<file path="config.mk">
export PLATFORM = sky130hd
export DESIGN_NAME = pwm_ramp
export DESIGN_NICKNAME = d
export VERILOG_FILES = /design/src/rtl/pwm_ramp_pkg.sv /design/src/rtl/pwm_prescaler.sv /design/src/rtl/pwm_ramp.sv
export SDC_FILE = /design/constraint.sdc
export NUM_CORES = 1
export LEC_CHECK = 0
export CORE_MARGIN = 2
export CORE_UTILIZATION = 50
export DETAILED_ROUTE_END_ITERATION = 12
export HOLD_SLACK_MARGIN = 0.02
export PLACE_DENSITY = 0.71
export RECOVER_POWER = 25
export SYNTH_ARGS = -nofsm -noshare
export SYNTH_HDL_FRONTEND = slang
export SYNTH_SLANG_ARGS = --single-unit
</file>
<file path="constraint.sdc">
create_clock -name clk -period 3.6 [get_ports clk]
set_input_delay 0.54 -clock clk [delete_from_list [all_inputs] [get_ports clk]]
set_output_delay 0.54 -clock clk [all_outputs]
set_load 0.01 [all_outputs]
</file>
<file path="src/rtl/pwm_ramp_pkg.sv">
// Shared types and widths for the PWM duty ramp generator.
// step_toward() moves a duty value one step toward its target without overshoot or wrap.
package pwm_ramp_pkg;

  localparam int DUTY_W     = 8;
  localparam int TICK_W     = 8;
  localparam int PRESCALE_W = 8;
  localparam int RAMP_W     = 8;

  typedef enum logic [1:0] {
    SYNC = 2'd0,
    IDLE = 2'd1,
    RAMP = 2'd2,
    LOAD = 2'd3
  } state_e;

  // Arithmetic is done 9 bits wide so that cur+step and tgt+step cannot wrap.
  function automatic logic [DUTY_W-1:0] step_toward(input logic [DUTY_W-1:0] cur,
                                                    input logic [DUTY_W-1:0] tgt,
                                                    input logic [DUTY_W:0]   step);
    logic [DUTY_W:0] cur9;
    logic [DUTY_W:0] tgt9;
    logic [DUTY_W:0] res9;
    cur9 = {1'b0, cur};
    tgt9 = {1'b0, tgt};
    if (cur9 < tgt9) begin
      res9 = (cur9 + step >= tgt9) ? tgt9 : cur9 + step;
    end else begin
      res9 = (cur9 < tgt9 + step) ? tgt9 : cur9 - step;
    end
    return DUTY_W'(res9);
  endfunction

endpackage

</file>
<file path="src/rtl/pwm_prescaler.sv">
// Divides clk by PRESCALE into a registered one-clk count-enable strobe.
// The first strobe appears PRESCALE clks after reset release.
module pwm_prescaler
  import pwm_ramp_pkg::*;
#(
  parameter int PRESCALE = 4
) (
  input  logic clk,
  input  logic reset,
  output logic ce_out
);

  localparam logic [PRESCALE_W-1:0] LAST = PRESCALE_W'(PRESCALE - 1);

  logic [PRESCALE_W-1:0] cnt_q;
  logic [PRESCALE_W-1:0] cnt_d;
  logic                  ce_q;
  logic                  ce_d;

  always_comb begin
    ce_d  = (cnt_q == LAST);
    cnt_d = ce_d ? '0 : cnt_q + PRESCALE_W'(1);
  end

  always_ff @(posedge clk) begin
    if (reset) begin
      cnt_q <= '0;
      ce_q  <= 1'b0;
    end else begin
      cnt_q <= cnt_d;
      ce_q  <= ce_d;
    end
  end

  assign ce_out = ce_q;

endmodule

</file>
<file path="src/rtl/pwm_ramp.sv">
// Slews the PWM duty toward a host target one STEP per RAMP_CYCLES PWM periods,
// issuing a load strobe for each new duty; stop forces duty to 0 immediately.
module pwm_ramp
  import pwm_ramp_pkg::*;
#(
  parameter int PRESCALE    = 4,
  parameter int RAMP_CYCLES = 1,
  parameter int STEP        = 1
) (
  input  logic              clk,
  input  logic              reset,
  input  logic              tgtld,
  input  logic [DUTY_W-1:0] tgtdata,
  input  logic              stop,
  output logic              pwmcntce,
  output logic              pwmldce,
  output logic [DUTY_W-1:0] wrtdata,
  output logic [DUTY_W-1:0] duty,
  output logic              busy
);

  localparam logic [RAMP_W-1:0] RAMP_LAST = RAMP_W'(RAMP_CYCLES - 1);
  localparam logic [DUTY_W:0]   STEP_9    = (DUTY_W + 1)'(STEP);

  logic ce;

  pwm_prescaler #(.PRESCALE(PRESCALE)) u_prescaler (
    .clk    (clk),
    .reset  (reset),
    .ce_out (ce)
  );

  state_e              state_q,  state_d;
  logic [TICK_W-1:0]   tick_q,   tick_d;
  logic [RAMP_W-1:0]   ramp_q,   ramp_d;
  logic [DUTY_W-1:0]   target_q, target_d;
  logic [DUTY_W-1:0]   duty_q,   duty_d;
  logic [DUTY_W-1:0]   wrt_q,    wrt_d;
  logic                ld_q,     ld_d;
  logic                stop_q,   stop_d;
  logic                step_evt;

  // Free-running period/step timing; not aligned to the channel's own counter.
  always_comb begin
    tick_d   = tick_q;
    ramp_d   = ramp_q;
    step_evt = 1'b0;
    if (ce) begin
      tick_d = tick_q + TICK_W'(1);
      if (tick_q == '1) begin
        if (ramp_q == RAMP_LAST) begin
          ramp_d   = '0;
          step_evt = 1'b1;
        end else begin
          ramp_d = ramp_q + RAMP_W'(1);
        end
      end
    end
  end

  always_comb begin
    state_d  = state_q;
    target_d = tgtld ? tgtdata : target_q;
    duty_d   = duty_q;
    stop_d   = stop;
    ld_d     = (state_q == SYNC) || (state_q == LOAD);
    wrt_d    = wrt_q;
    if (state_q == LOAD) wrt_d = duty_q;
    if (state_q == SYNC) wrt_d = '0;

    case (state_q)
      SYNC: state_d = IDLE;
      IDLE: if (duty_q != target_q) state_d = RAMP;
      RAMP: begin
        if (step_evt) begin
          if (duty_q == target_q) begin
            state_d = IDLE;
          end else begin
            duty_d  = step_toward(duty_q, target_q, STEP_9);
            state_d = LOAD;
          end
        end
      end
      LOAD:    state_d = (duty_q != target_q) ? RAMP : IDLE;
      default: state_d = SYNC;
    endcase

    // Only the rising edge of stop schedules a load, so a held stop pulses once.
    if (stop) begin
      target_d = '0;
      duty_d   = '0;
      if (!stop_q) state_d = LOAD;
    end
  end

  always_ff @(posedge clk) begin
    if (reset) begin
      state_q  <= SYNC;
      tick_q   <= '0;
      ramp_q   <= '0;
      target_q <= '0;
      duty_q   <= '0;
      wrt_q    <= '0;
      ld_q     <= 1'b0;
      stop_q   <= 1'b0;
    end else begin
      state_q  <= state_d;
      tick_q   <= tick_d;
      ramp_q   <= ramp_d;
      target_q <= target_d;
      duty_q   <= duty_d;
      wrt_q    <= wrt_d;
      ld_q     <= ld_d;
      stop_q   <= stop_d;
    end
  end

  assign pwmcntce = ce;
  assign pwmldce  = ld_q;
  assign wrtdata  = wrt_q;
  assign duty     = duty_q;
  assign busy     = (duty_q != target_q);

endmodule
</file>
# Word-level counts from Yosys, hierarchy flattened
# Index checks and enable logic that the tools add are counted.
[word_totals]
wordCells = 49
out_inout_bits = 19
in_bits = 12
reg_bits = 53
[op_classes]
reduce_logical = 8
n_eq_ne = 7
n_bitwise = 1
muxes = 14
addsub = 6
n_lt_le_gt_ge = 3
[op_table]
columns = ["cell", "n"]
rows = [
  ["8-bit two-way mux", 4],
  ["8-bit by 1-bit adder with 8-bit output, second input constant", 3],
  ["8-bit by 1-bit adder with 9-bit output, second input constant", 2],
  ["2-bit two-way mux", 6],
  ["9-bit by 8-bit greater-or-equal comparator with 1-bit output", 1],
  ["8-bit by 9-bit less-than comparator with 1-bit output", 1],
  ["8-bit by 2-bit == test with 1-bit output, second input constant", 1],
  ["8-bit == test", 1],
  ["8-bit == test, second input constant", 1],
  ["8-bit zero test", 1],
  ["8-bit less-than comparator", 1],
  ["8-bit inequality test", 1],
  ["2-bit case mux with 4 select lines", 1],
  ["8-bit by 1-bit subtractor with 8-bit output, second input constant", 1],
  ["2-bit OR reduction", 3],
  ["2-bit == test, second input constant", 2],
  ["1-bit two-way mux", 3],
  ["3-bit AND reduction", 1],
  ["2-bit by 1-bit == test with 1-bit output, second input constant", 1],
  ["2-bit zero test", 1],
  ["2-bit AND reduction", 1],
  ["1-bit logical OR", 1],
  ["1-bit NOT", 1],
]

# Depth between registers and ports, before layout
[logic_depth]
word_depth = 8
ltp_mapped = 13
mapped_depth_nobuf = 11

# Hierarchy
# From an unflattened synthesis, not the netlist that was laid out.
[hier_totals]
hier_cells = 390
area_unflattened_um2 = 3382.0
[modules_own_cells]
columns = ["module", "area_per_inst_um2", "cells_each", "instances", "seq_area_each_um2"]
rows = [
  ["pwm_ramp", 3010.4, 350, 1, 880.8],
  ["pwm_prescaler", 371.6, 40, 1, 180.2],
]

# Worst setup path before layout
# OpenSTA, ideal clock, no wires.
[synth_timing]
kind = "register -> register"
start = "reg duty_q[2] (netlist: duty[2])"
end = "reg duty_q[5] (netlist: duty[5])"
path_buffers = 1
arrival_time_ns = 2.610
synth_period_minus_slack_ns = 2.737
path_stages_with_launch = 13
setup_time_ns = 0.128
required_time_ns = 3.472
setup_slack_ns = 0.863
path_cell_list = "dfxtp_1 > buf_2 > and2_1 > nand4_1 > nor2_1 > xor2_1 > ha_1 > and3_1 > a221oi_1 > o31a_1 > nand2_1 > mux2i_1 > o211ai_2"
[synth_between]
elab_chain_len = 4
elab_cells_between_ends = 11
classes_between = "2 x add/sub; 3 x order compare; 1 x eq/ne; 3 x mux; 1 x bitwise; 1 x reduce/logical"
[synth_lines]
columns = ["element", "line_no", "rtl"]
rows = [
  ["start: declaration", "pwm_ramp.sv:37", "logic [DUTY_W-1:0] duty_q, duty_d;"],
  ["start signal: assignment", "pwm_ramp.sv:111", "duty_q <= duty_d;"],
  ["8-bit by 1-bit adder with 9-bit output", "pwm_ramp_pkg.sv:27", "res9 = (cur9 + step >= tgt9) ? tgt9 : cur9 + step;"],
  ["9-bit by 8-bit greater-or-equal comparator with 1-bit output", "pwm_ramp_pkg.sv:27", ""],
  ["8-bit two-way mux", "pwm_ramp_pkg.sv:27", ""],
  ["8-bit two-way mux", "pwm_ramp_pkg.sv:26", "if (cur9 < tgt9) begin"],
]
# Several ways; a longest one is shown, not always the timed one.
# A chain may end at the register's enable or synchronous reset.

# Final worst setup path
[layout_timing]
start = "reg duty_q[7] (netlist: duty[7])"
end = "out busy"
[layout_between]
elab_chain_len = 1
[layout_lines]
columns = ["element", "line_no", "rtl"]
rows = [
  ["8-bit inequality test", "pwm_ramp.sv:122", "assign busy = (duty_q != target_q);"],
  ["end: declaration", "pwm_ramp.sv:19", "output logic busy"],
]
# Every way passes these cells.

==> flow_metrics.py <==
metrics = {
    "run_status": {
        "status": "finished clean",
    },
    "route": {
        "drc": 0,
        "vias": 2699,
        "drt_pass1_iterations": 4,
        "wl_per_cell_um": 15.2,
        "routed_wl_um": 7280,
        "via_per_inst": 5.63,
        "first_iter_violations": 121,
        "antenna_left": 0,
    },
    "clock_tree": {
        "clock_latency_ns": 0.31,
        "clk_path_buf_depth": 2,
        "cts_tree": "done",
        "cts_setup_buffers": 0,
        "clkSinkCount": 53,
        "htreeDepth": 2,
        "clk_pin_slew_ns": 0.11,
        "cts_resized": 0,
        "cts_buffers": 5,
        "cts_root_buf": "clkbuf_8",
        "holdBufCountCts": 0,
    },
    "critical_path": {
        "cp-startpoint": "duty[7]",
        "endpoint_kind": "output port",
        "timing.critical_path.mode_cell": "and4_1",
        "worst-path-max-fanout": 8,
        "crit_buf_inv": 2,
        "path_delay_family": "buffers and inverters",
        "r2r-start": "target_q[3]",
        "critPathKind": "reg -> out",
        "start_kind": "flip-flop",
        "crit_required_ns": 3.06,
        "arrival_ns": 2.42,
        "cp_cell_sequence": "ha_1, and4_1, and4_1, inv_2, clkdlybuf4s50_1",
        "critPathMaxStageDelay_ns": 0.59,
        "crit_slowest_cell": "dfxtp_1",
    },
    "timing": {
        "period_needed_ns": 2.96,
        "tightest_slew_ns": 0.791,
        "finalSetupViolations": 0,
        "hold_viol_final": 0,
        "max_clock_freq_ghz": 0.338,
        "worst_slack_ns": 0.639,
        "fin_crit_sh_pct": 82.2,
        "setup_tns_ns": 0,
        "slew_headroom_pct": 47.3,
        "slew_viol_final": 0,
        "rsz0062_at_grt": "no",
        "finClkSkew_ns": 0.0163,
    },
    "floorplanning": {
        "ios": 31,
        "core_area_um2": 6390,
        "die_h_um": 85.5,
        "rows": 29,
        "initial_core_util_pct": 52.0,
        "fp.dieW_um": 85.5,
        "die_area_um2": 7310,
    },
    "logic_synthesis": {
        "synth_nets": 422,
        "yosys_most_used_dff": "dfxtp_1",
        "synth_area_leader_cell": "dfxtp_1",
        "synth_edf_count": 0,
        "yosys.cell_types.count": 53,
        "ys_async_sr_fraction_pct": 0,
        "yosys_warnings": 0,
        "synth_area_leaders": "dfxtp_1, ha_1, mux2i_1",
        "syn_area_per_cell_um2": 8.85,
        "synthCells": 375,
        "yosysSeqAreaShare_pct": 32.0,
        "synth_area_um2": 3320,
        "synth_top_cell_area_share_pct": 32.0,
        "synth_seq_cells": 53,
    },
    "global_route": {
        "grt-ovfl-total": 0,
        "use_met1_pct": 27.0,
        "grt_max_degree": 20,
        "grt_pass1_vias": 2661,
        "grt_util_all_layers_pct": 21.0,
        "grt_use_met3_pct": 3.50,
        "antenna_found_initial": 0,
        "grtUsageMet2_pct": 35.4,
        "grt-busiest-layer": "met2",
        "grt_pass1_wl_um": 12400,
    },
    "placed_design": {
        "hpwl_um": 5610,
        "dp_slack_ns": 0.744,
        "gp_congestion": 0.911,
        "placement.io_buffers": 30,
    },
    "power": {
        "powerDensity_nw_per_um2": 293,
        "sw_frac_of_total_pct": 27.3,
        "power_frac_comb_pct": 11.8,
        "clkPwrFrac_pct": 32.9,
        "p_leak_uw": 0.00158,
        "ir_drop_v": 0.000252,
        "power.internal_uw": 805,
        "switchingPower_uw": 303,
        "pwr-share-seq_pct": 55.3,
    },
    "final_layout": {
        "drive_gt1_share_pct": 7.21,
        "fillCellCount": 563,
        "fin_nets": 448,
        "syn_to_final_growth_pct": 14.0,
        "mostFrequentLayoutCell": "dfxtp_1",
        "final_cell_mix": "dfxtp_1, nor2_1, ha_1",
        "diodes": 0,
    },
    "worst_hold_path": {
        "hold_start": "u_prescaler.cnt_q[0]",
        "hold_class": "reg -> reg",
    },
    "flow_run": {
        "drv_cap": 0,
    },
}
power groups by stage:
stage | Clock (µW) | Sequential, µW | Combinational [µW]
global route | 399 | 614 | 147
floorplan | 0 | 622 | 92.3
CTS | 376 | 612 | 133
global placement | 0 | 625 | 130
detailed placement | 0 | 626 | 132
finish | 364 | 612 | 131
synth_stat cells (2+ instances only):
cell and n:
dfxtp_1 53, nor2_1 47, ha_1 35, mux2i_1 24
xnor2_1 24, nand3_1 23, inv_1 17, nand2_1 17
xor2_1 14, clkbuf_1 12, a21oi_1 11, nand4_1 11
a21o_1 10, and3_1 7, nor2b_1 6, buf_2 5
o211ai_1 5, nor3_1 4, o211ai_2 4, nand2b_1 3
or3_1 3, a32oi_1 2, and4_1 2, inv_2 2
nor4_1 2, nor4b_1 2, o21ai_0 2, o21ai_1 2
or2_2 2
cell families after synthesis:
logic type      synth area share (%)
flops                           32.0
simple gates                    22.5
xor+xnor                        10.0
mux                             7.24
compound gates                  10.4
buf+inv                         4.71
fa+ha+maj                       13.2
state kept, by name, indices dropped and copies added, names as in the netlist:
name                flops
duty                    8
ramp_q                  8
target_q                8
tick_q                  8
u_prescaler.cnt_q       8
wrtdata                 8
state_q                 2
pwmldce                 1
stop_q                  1
u_prescaler.ce_out      1
per-stage QoR:
step	utilization [%]	hold WS, ns	power, µW	cell area (µm²)	std cells
after floorplan	-	0.413	715	3320	375
after global placement	57.8	0.426	755	3690	471
after detailed placement	57.8	0.448	758	3690	471
after CTS	59.3	0.465	1120	3790	479
after global routing	59.3	0.487	1160	3780	479
final	59.3	0.460	1110	3780	479
layout make-up:
type	instances	area, µm²	share of cell area, %
clock buffer	5	68.8	1.82
clock inverter	3	28.8	0.760
inverter	19	71.3	1.88
multi-input combinational	284	2100	55.5
sequential	53	1060	28.0
tap	77	96.3	2.55
timing repair buffer	38	357	9.42
final timing paths:
kind,slack [ns],to,cells past startpoint
max,0.64,busy,5
min,0.46,u_prescaler.cnt_q[0],1
max reg2reg,0.69,duty[2],12
min reg2reg,0.46,u_prescaler.cnt_q[0],1
worst register-to-register path: stages, from the launching register on:
cell and delay [ns]:
dfxtp_1 0.44, inv_1 0.16, nor4_2 0.36, nand4_1 0.16, xnor2_1 0.16, ha_1 0.29
nand3_1 0.09, a211o_1 0.24, o211ai_1 0.26, buf_4 0.27, nand3_1 0.08, a32oi_1 0.20
o21ai_1 0.09
per-layer routing:
layer,vias to the layer above,part of all wire (%)
li1,1362,-
met1,1263,45
met2,63,49
met3,11,4.2
met4,0,1.5
met5,-,0
No activity file was read; power rests on OpenSTA's default activity.
